==> config.mk <==
export PLATFORM = sky130hd
export DESIGN_NAME = interrupt_controller_flat
export DESIGN_NICKNAME = d
export VERILOG_FILES = /design/src/rtl/irq_pkg.sv /design/src/rtl/interrupt_controller_if.sv /design/src/rtl/irq_line_qual.sv /design/src/rtl/interrupt_controller.sv /design/src/flat_wrapper.sv
export SDC_FILE = /design/constraint.sdc
export NUM_CORES = 1
export LEC_CHECK = 0
export CAP_MARGIN = 20
export CORE_MARGIN = 5
export CORE_UTILIZATION = 41
export CTS_CLUSTER_SIZE = 40
export DETAILED_ROUTE_END_ITERATION = 8
export PLACE_DENSITY = 0.9
export SYNTH_ARGS = -nofsm -noshare
export SYNTH_HDL_FRONTEND = slang
export SYNTH_SLANG_ARGS = --single-unit
==> constraint.sdc <==
create_clock -name clock -period 2.4 [get_ports clock]
set_clock_uncertainty 0.15 [all_clocks]
set_input_delay 0.36 -clock clock [delete_from_list [all_inputs] [get_ports clock]]
set_output_delay 0.36 -clock clock [all_outputs]
set_load 0.03 [all_outputs]
==> src/rtl/irq_pkg.sv <==
// Shared constants for the interrupt controller: FSM encodings, trigger modes,
// status-word layout and the vector/priority helpers.
package irq_pkg;

    localparam int NUM_IRQ = 16;
    localparam int ID_W    = 4;
    localparam int SLOT_SH = 2;

    localparam logic [1:0] ST_IDLE    = 2'b00;
    localparam logic [1:0] ST_REQUEST = 2'b01;
    localparam logic [1:0] ST_SERVICE = 2'b10;

    typedef enum logic [1:0] {
        TRIG_LVL_HI = 2'b00,
        TRIG_LVL_LO = 2'b01,
        TRIG_RISE   = 2'b10,
        TRIG_FALL   = 2'b11
    } trig_mode_e;

    localparam int STAT_PEND_LSB  = 0;
    localparam int STAT_ID_LSB    = 16;
    localparam int STAT_STATE_LSB = 20;

    // Each vector table slot is 2**SLOT_SH bytes above {base, 8'h00}.
    function automatic logic [15:0] vector_addr(input logic [7:0] base, input logic [ID_W-1:0] id);
        return {base, 8'h00} + (16'(id) << SLOT_SH);
    endfunction

    function automatic logic [ID_W-1:0] lowest_set(input logic [NUM_IRQ-1:0] v);
        logic [ID_W-1:0] id;
        id = '0;
        for (int i = NUM_IRQ - 1; i >= 0; i--) begin
            if (v[i]) id = ID_W'(i);
        end
        return id;
    endfunction

endpackage

==> src/rtl/interrupt_controller_if.sv <==
// CPU-side request/acknowledge/return handshake of the interrupt controller.
interface irq_cpu_if;

    logic        irq_req;
    logic [15:0] irq_vector;
    logic        irq_ack;
    logic        irq_ret;

    modport master (
        output irq_req,
        output irq_vector,
        input  irq_ack,
        input  irq_ret
    );

    modport slave (
        input  irq_req,
        input  irq_vector,
        output irq_ack,
        output irq_ret
    );

endinterface

==> src/rtl/irq_line_qual.sv <==
// One interrupt line: history flop plus trigger-mode decode into an edge-set
// strobe and a qualified level.
module irq_line_qual
    import irq_pkg::*;
(
    input  logic       clock,
    input  logic       reset,
    input  logic       line_i,
    input  logic [1:0] mode_i,
    output logic       set_pend,
    output logic       level_pend
);

    logic hist_q;
    logic hist_d;

    always_comb hist_d = line_i;

    // NOTE: state flops use non-blocking assignments so every flop samples pre-edge values.
    always_ff @(posedge clock) begin
        if (reset) hist_q <= 1'b0;
        else       hist_q <= hist_d;
    end

    always_comb begin
        // NOTE: outputs get a default first so no branch can leave them unassigned (no latch).
        set_pend   = 1'b0;
        level_pend = 1'b0;
        case (trig_mode_e'(mode_i))
            TRIG_LVL_HI: level_pend = line_i;
            TRIG_LVL_LO: level_pend = ~line_i;
            TRIG_RISE:   set_pend   = ~hist_q & line_i;
            TRIG_FALL:   set_pend   = hist_q & ~line_i;
            default:     ;
        endcase
    end

endmodule

==> src/rtl/interrupt_controller.sv <==
// Prioritised interrupt controller: pending vector, lowest-index arbitration,
// request/service FSM and vector register. Define IRQ_SYNC_EN to add a 2-flop input synchroniser.
module interrupt_controller
    import irq_pkg::*;
(
    input  logic                 clock,
    input  logic                 reset,
    input  logic [NUM_IRQ-1:0]   irq_lines,
    input  logic                 int_en,
    input  logic [NUM_IRQ-1:0]   irq_mask,
    input  logic [2*NUM_IRQ-1:0] trig_mode,
    input  logic [7:0]           vector_base,
    irq_cpu_if.master            cpu,
    output logic [31:0]          irq_status
);

    logic [NUM_IRQ-1:0] lines_s;

`ifdef IRQ_SYNC_EN
    logic [NUM_IRQ-1:0] sync1_q, sync1_d;
    logic [NUM_IRQ-1:0] sync2_q, sync2_d;

    always_comb begin
        sync1_d = irq_lines;
        sync2_d = sync1_q;
    end

    always_ff @(posedge clock) begin
        if (reset) begin
            sync1_q <= '0;
            sync2_q <= '0;
        end else begin
            sync1_q <= sync1_d;
            sync2_q <= sync2_d;
        end
    end

    assign lines_s = sync2_q;
`else
    assign lines_s = irq_lines;
`endif

    logic [NUM_IRQ-1:0] set_pend;
    logic [NUM_IRQ-1:0] level_pend;
    logic [NUM_IRQ-1:0] edge_mode;

    for (genvar g = 0; g < NUM_IRQ; g++) begin : g_line
        irq_line_qual u_qual (
            .clock      (clock),
            .reset      (reset),
            .line_i     (lines_s[g]),
            .mode_i     (trig_mode[2*g +: 2]),
            .set_pend   (set_pend[g]),
            .level_pend (level_pend[g])
        );
        assign edge_mode[g] = trig_mode[2*g+1];
    end

    logic [1:0]         state_q, state_d;
    logic [NUM_IRQ-1:0] pend_q, pend_d;
    logic [ID_W-1:0]    id_q, id_d;
    logic [15:0]        vec_q, vec_d;
    logic               req_q, req_d;
    logic [NUM_IRQ-1:0] eligible;
    logic [NUM_IRQ-1:0] ack_clr;

    always_comb begin
        eligible = pend_q & irq_mask;
        state_d  = state_q;
        id_d     = id_q;
        vec_d    = vec_q;
        req_d    = req_q;
        ack_clr  = '0;

        case (state_q)
            ST_IDLE: begin
                if (int_en && (eligible != '0)) begin
                    state_d = ST_REQUEST;
                    id_d    = lowest_set(eligible);
                    vec_d   = vector_addr(vector_base, id_d);
                    req_d   = 1'b1;
                end
            end
            ST_REQUEST: begin
                // An ack wins over a same-cycle withdrawal: the CPU already took the vector.
                if (cpu.irq_ack) begin
                    state_d = ST_SERVICE;
                    req_d   = 1'b0;
                    if (edge_mode[id_q]) ack_clr[id_q] = 1'b1;
                end else if (!int_en || !irq_mask[id_q]) begin
                    state_d = ST_IDLE;
                    req_d   = 1'b0;
                end
            end
            ST_SERVICE: begin
                if (cpu.irq_ret) state_d = ST_IDLE;
            end
            default: begin
                state_d = ST_IDLE;
                req_d   = 1'b0;
            end
        endcase

        // Edge lines are sticky with set beating clear; level lines track the qualified level.
        pend_d = (edge_mode & (set_pend | (pend_q & ~ack_clr))) | (~edge_mode & level_pend);
    end

    always_ff @(posedge clock) begin
        if (reset) begin
            state_q <= ST_IDLE;
            pend_q  <= '0;
            id_q    <= '0;
            vec_q   <= '0;
            req_q   <= 1'b0;
        end else begin
            state_q <= state_d;
            pend_q  <= pend_d;
            id_q    <= id_d;
            vec_q   <= vec_d;
            req_q   <= req_d;
        end
    end

    assign cpu.irq_req    = req_q;
    assign cpu.irq_vector = vec_q;

    always_comb begin
        irq_status = '0;
        irq_status[STAT_PEND_LSB  +: NUM_IRQ] = pend_q;
        irq_status[STAT_ID_LSB    +: ID_W]    = id_q;
        irq_status[STAT_STATE_LSB +: 2]       = state_q;
    end

endmodule
==> src/flat_wrapper.sv <==
// flat-port wrapper written by rule: the top's interface ports become plain ports
module interrupt_controller_flat import irq_pkg::*;
  (clock, reset, irq_lines, int_en, irq_mask, trig_mode, vector_base, irq_status, cpu_irq_req, cpu_irq_vector, cpu_irq_ack, cpu_irq_ret);
  irq_cpu_if cpu_i ();
  input  logic clock;
  input  logic reset;
  input  logic [NUM_IRQ-1:0] irq_lines;
  input  logic int_en;
  input  logic [NUM_IRQ-1:0] irq_mask;
  input  logic [2*NUM_IRQ-1:0] trig_mode;
  input  logic [7:0] vector_base;
  output logic [31:0] irq_status;
  output wire logic [$bits(cpu_i.irq_req)-1:0] cpu_irq_req;
  output wire logic [$bits(cpu_i.irq_vector)-1:0] cpu_irq_vector;
  input wire logic [$bits(cpu_i.irq_ack)-1:0] cpu_irq_ack;
  input wire logic [$bits(cpu_i.irq_ret)-1:0] cpu_irq_ret;
  assign cpu_irq_req = cpu_i.irq_req;
  assign cpu_irq_vector = cpu_i.irq_vector;
  assign cpu_i.irq_ack = cpu_irq_ack;
  assign cpu_i.irq_ret = cpu_irq_ret;
  interrupt_controller u_core (.clock(clock), .reset(reset), .irq_lines(irq_lines), .int_en(int_en), .irq_mask(irq_mask), .trig_mode(trig_mode), .vector_base(vector_base), .cpu(cpu_i), .irq_status(irq_status));
endmodule
# After elaboration in Yosys (flattened, before gate mapping)

Index checks and enable logic that the tools add are counted.

Input port bits: 77
Word-level logic and storage cells: 244
Output and inout port bits: 49
Register bits after elaboration: 55

$add $sub $neg: 1
Reductions and logical operators: 26
Magnitude comparators: 2
Muxes and demuxes: 68
Bitwise operators: 73
Equal/unequal tests: 53

Operator list:

| kind               | count |
|---|---|
| $mux 4             | 18 |
| $eq 2x2->1 const B | 33 |
| $and 16x16->16     | 4 |
| $pmux 1 s2         | 32 |
| $mux 16            | 3 |
| $eq 2x1->1 const B | 17 |
| $logic_not 2->1    | 17 |
| $not 1->1          | 33 |
| $and 1x1->1        | 32 |
| $not 16->16        | 2 |
| $or 16x16->16      | 2 |
| $add 16x6->16      | 1 |
| $reduce_bool 16->1 | 1 |
| $bmux 1 s4         | 2 |
| $mux 2             | 4 |
| $mux 1             | 6 |
| $pmux 2 s3         | 1 |
| $reduce_and 3->1   | 2 |
| $lt 4x5->1 const B | 1 |
| $demux 1 s4        | 1 |
| $ge 4x1->1 const B | 1 |
| $ne 3x2->1 const B | 1 |
| $pmux 1 s3         | 1 |
| $logic_and 1x1->1  | 2 |
| 5 further kinds    | 6 |

# Logic depth before layout (Yosys ltp)

Word-level depth: 20
Mapped depth: 7

# Hierarchy

A second synthesis with hierarchy kept.

Cell total of the unflattened synthesis: 333
Area, all modules: 2962.8 um2

By module, submodules not included:

| module               | instances | area an instance (um2) | cells each |
|---|---|---|---|
| interrupt_controller | 1         | 1961.9                 | 221 |
| irq_line_qual        | 16        | 62.6                   | 7 |

# Worst setup path before layout

Ideal clock, no wire load.

Path kind: register to register
From: register u_core.id_q[0]
To: register u_core.req_q (netlist: u_core.cpu.irq_req)
Setup slack: 0.436 ns
Arrival: 1.735 ns
Required time: 2.171 ns
Cell stages (with the launch flop): 7
Period minus slack after synthesis: 1.964 ns
Buffers on the path: 1
Path through: dfxtp_1 -> buf_6 -> mux4_2 -> mux2i_1 -> o22a_2 -> a21oi_2 -> a211oi_2

Longest elaborated chain between the ends: 6

Ends and longest elaborated chain:

| element                      | line                        | text |
|---|---|---|
| start: declaration           | interrupt_controller.sv:61  | `logic [ID_W-1:0] id_q, id_d;` |
| start signal: assignment     | interrupt_controller.sv:118 | `id_q <= id_d;` |
| $bmux 1 s4                   | interrupt_controller.sv:90  | `end else if (!int_en \|\| !irq_mask[id_q]) begin` |
| $mux 1 (implied by the code) | interrupt_controller.sv:90  |  |
| $logic_not 1->1              | interrupt_controller.sv:90  |  |
| $logic_or 1x1->1             | interrupt_controller.sv:90  |  |
| $ne 3x2->1 (no line)         | --                          |  |
| $reduce_and 3->1 (no line)   | --                          |  |
| end signal: assignment       | interrupt_controller.sv:120 | `req_q <= req_d;` |
| end: declaration             | interrupt_controller.sv:63  | `logic req_q, req_d;` |

No other way between the ends. The select of a mux whose other input is x is not followed.
A chain may end at the register's enable or synchronous reset.

# Worst setup path in the final report

From: register u_core.id_q[1]
To: output irq_status[17]

RTL lines:

| element          | line               | text |
|---|---|---|
| end: declaration | flat_wrapper.sv:12 | `output logic [31:0] irq_status;` |

No word-level cell between the ends.

==> reports/metrics.yaml <==
p_sw_share_pct: 30.8
area_growth_pct: 46.5
slowest_stage: "clkdlybuf4s50_1"
cp_cell_sequence: "clkdlybuf4s50_1"
synth_edf_count: 0
coreArea_mm2: 0.00631
cellLeakagePower_nw: 1.47
relSlewSlack_pct: 55.2
fmax_mhz: 451
place_ws_ns: 0.0612
placed_area_mm2: 0.00373
cp-start-kind: "flop"
clk_pin_slew_ns: 0.09
critPathMaxFanout: 9
grt_pass1_wl_um: 12600
place_congestion: 0.884
switchingPower_mw: 0.719
period_share_pct: 92.5
setup-tns-final_ns: 0
async_flop_share_pct: 0
crit_family: "buffers and inverters"
cts_root_buf: "clkbuf_8"
grt.overflow.total: 0
p_per_area_mw_per_mm2: 605
cts_buffer_depth: 2
fp.dieH_um: 90.2
initial_core_util_pct: 41.8
fin_cells: 481
diodes: 0
worst_setup_path_end_kind: "primary output"
row_count: 29
utilization_pct: 61.2
final_common_cell: "clkdlybuf4s50_1"
grt_util_all_layers_pct: 19.0
hpwl_um: 6370
max_stage_delay_ns: 0.77
fin_nets: 480
status: "completed"
first_pass_iters: 4
grt_max_degree: 38
place_inst: 473
highest_layer: "met4"
worst-setup-path-type: "reg -> out"
stdcell_area_mm2: 0.00386
vdd_ir_drop_max_mv: 0.433
drt_iter0_markers: 149
synth_cell_type_count: 44
setup_viol: 0
final_cell_mix: "110 x clkdlybuf4s50_1, 46 x dfxtp_1, 34 x a21oi_1"
internal_power_mw: 1.62
route.met2.wl_um: 4200
combPwrFrac_pct: 30.9
die_x_um: 90.2
vias_per_cell: 5.43
remaining_drc_errors: 0
htree_levels: 2
synthFlopType: "dfxtp_1"
grt_pass1_vias: 2583
ys_warn_count: 0
ys_ff_latch: 47
clkPwrFrac_pct: 29.9
routed-via-count: 2610
rsz0062_at_grt: "false"
synth_area_mm2: 0.00264
wire_per_inst_um: 16.7
met1_length_um: 3020
tritoncts: "built"
numPortBuffers: 111
worst_slew_pin_slew_ns: 0.673
p_total_mw: 2.34
period_minus_slack_ns: 2.22
hold_viol_final: 0
io-pin-count: 126
required_ns: 1.89
hp-class: "reg -> reg"
drv_cap: 0
insertion_delay_ns: 0.31
drtAntennaViolNets: 0
met3_wirelength_um: 631
drv_slew: 0
synth_seq_area_share_pct: 35.7
worst-path-buf-inv: 1
antenna_found_initial: 0
power.share.sequential_pct: 39.2
die_area_mm2: 0.00814
setup_ws_ns: 0.180
syn_inst: 294
critPathArrivalTime_ns: 1.71
totalWireLength_um: 8030
holdWs_ns: 0.352
cts_sinks: 47
syn_avg_cell_area_um2: 8.97
final_layout_size_suffix_gt1_share_pct: 8.17
cts_buffers: 5
## cells in the mapped netlist, types with 2 or more instances
cell type	count	area share (%)
dfxtp_1	47	36
a21oi_1	34	6.5
nor2_1	25	3.6
nand2_1	24	3.4
buf_4	18	5.1
nor2b_1	18	4.3
o211ai_1	11	3.1
o21ai_0	11	2.1
mux2i_1	10	3.8
xnor2_1	10	3.3
inv_1	9	1.3
a22oi_1	8	2.3
mux4_2	8	6.8
nand3b_1	7	2.0
a31oi_1	6	1.4
xor2_1	6	2.0
clkbuf_1	5	0.71
a32o_1	3	1.1
buf_6	3	1.3
nand2b_1	3	0.71
a22o_1	2	0.66
and3b_1	2	0.66
nand3_1	2	0.38
nand4_2	2	0.95
## path summary, 6_finish.rpt
path	endpoint	slack (ns)	startpoint	cells after the start
max reg2reg	u_core.pend_q[1]$_SDFF_PP0_	0.34	u_core.id_q[1]$_SDFFE_PP0P_	5
min reg2reg	u_core.cpu.irq_vector[14]$_SDFFE_PP0P_	0.35	u_core.cpu.irq_vector[14]$_SDFFE_PP0P_	2
max	irq_status[17]	0.18	u_core.id_q[1]$_SDFFE_PP0P_	1
min	u_core.cpu.irq_vector[14]$_SDFFE_PP0P_	0.35	u_core.cpu.irq_vector[14]$_SDFFE_PP0P_	2
## routing by layer
metal | vias to the layer above | track usage [%]
met5 | - | 0
met2 | 126 | 34.0
met1 | 1223 | 21.0
met3 | 15 | 4.84
li1 | 1246 | -
met4 | 0 | 8.19
## final cells by class
type                    count  area (µm²)
well taps                  77        96.3
inverters                   9        33.8
clock buffers               5        68.8
clock inverters             3        67.6
fillers                   550        2450
multi-input cells         223        1500
repair buffers            117        1150
flip-flops and latches     47         942
## what timing repair did
| item | CTS | global route |
|---|---|---|
| resized for setup | 0 | 1 |
| setup endpoints to repair | 0 | 2 |
| hold buffers | 0 | 0 |
| setup buffers | 0 | 0 |
## kinds of logic after synthesis
group	after synthesis	synth area share, %
compound gates	87	21.6
xor+xnor	16	5.31
flops	47	35.7
buf+inv	37	9.16
mux	18	10.6
simple gates	88	17.5
other cells	1	0.142
## worst register-to-register path: stages (launching register included)
cell	delay (ns)
dfxtp_1	0.63
buf_4	0.27
mux4_2	0.50
nand3b_1	0.18
o211ai_1	0.13
a21oi_1	0.14
## sequential cells by signal, indices dropped and copies added, names as in the netlist
register                     cells
u_core.g_line.u_qual.hist_q     16
u_core.pend_q                   16
u_core.cpu.irq_vector            9
u_core.id_q                      3
u_core.state_q                   2
u_core.cpu.irq_req               1
## power by group through the flow
| stage | Combinational [mW] | Clock, mW | Sequential, mW |
|---|---|---|---|
| after floorplan | 0.360 | 0 | 0.996 |
| after global placement | 0.707 | 0 | 0.930 |
| after detailed placement | 0.722 | 0 | 0.934 |
| after CTS | 0.726 | 0.710 | 0.916 |
| after global routing | 0.769 | 0.741 | 0.928 |
| final | 0.723 | 0.699 | 0.917 |
(Power assumes the default switching activity.)
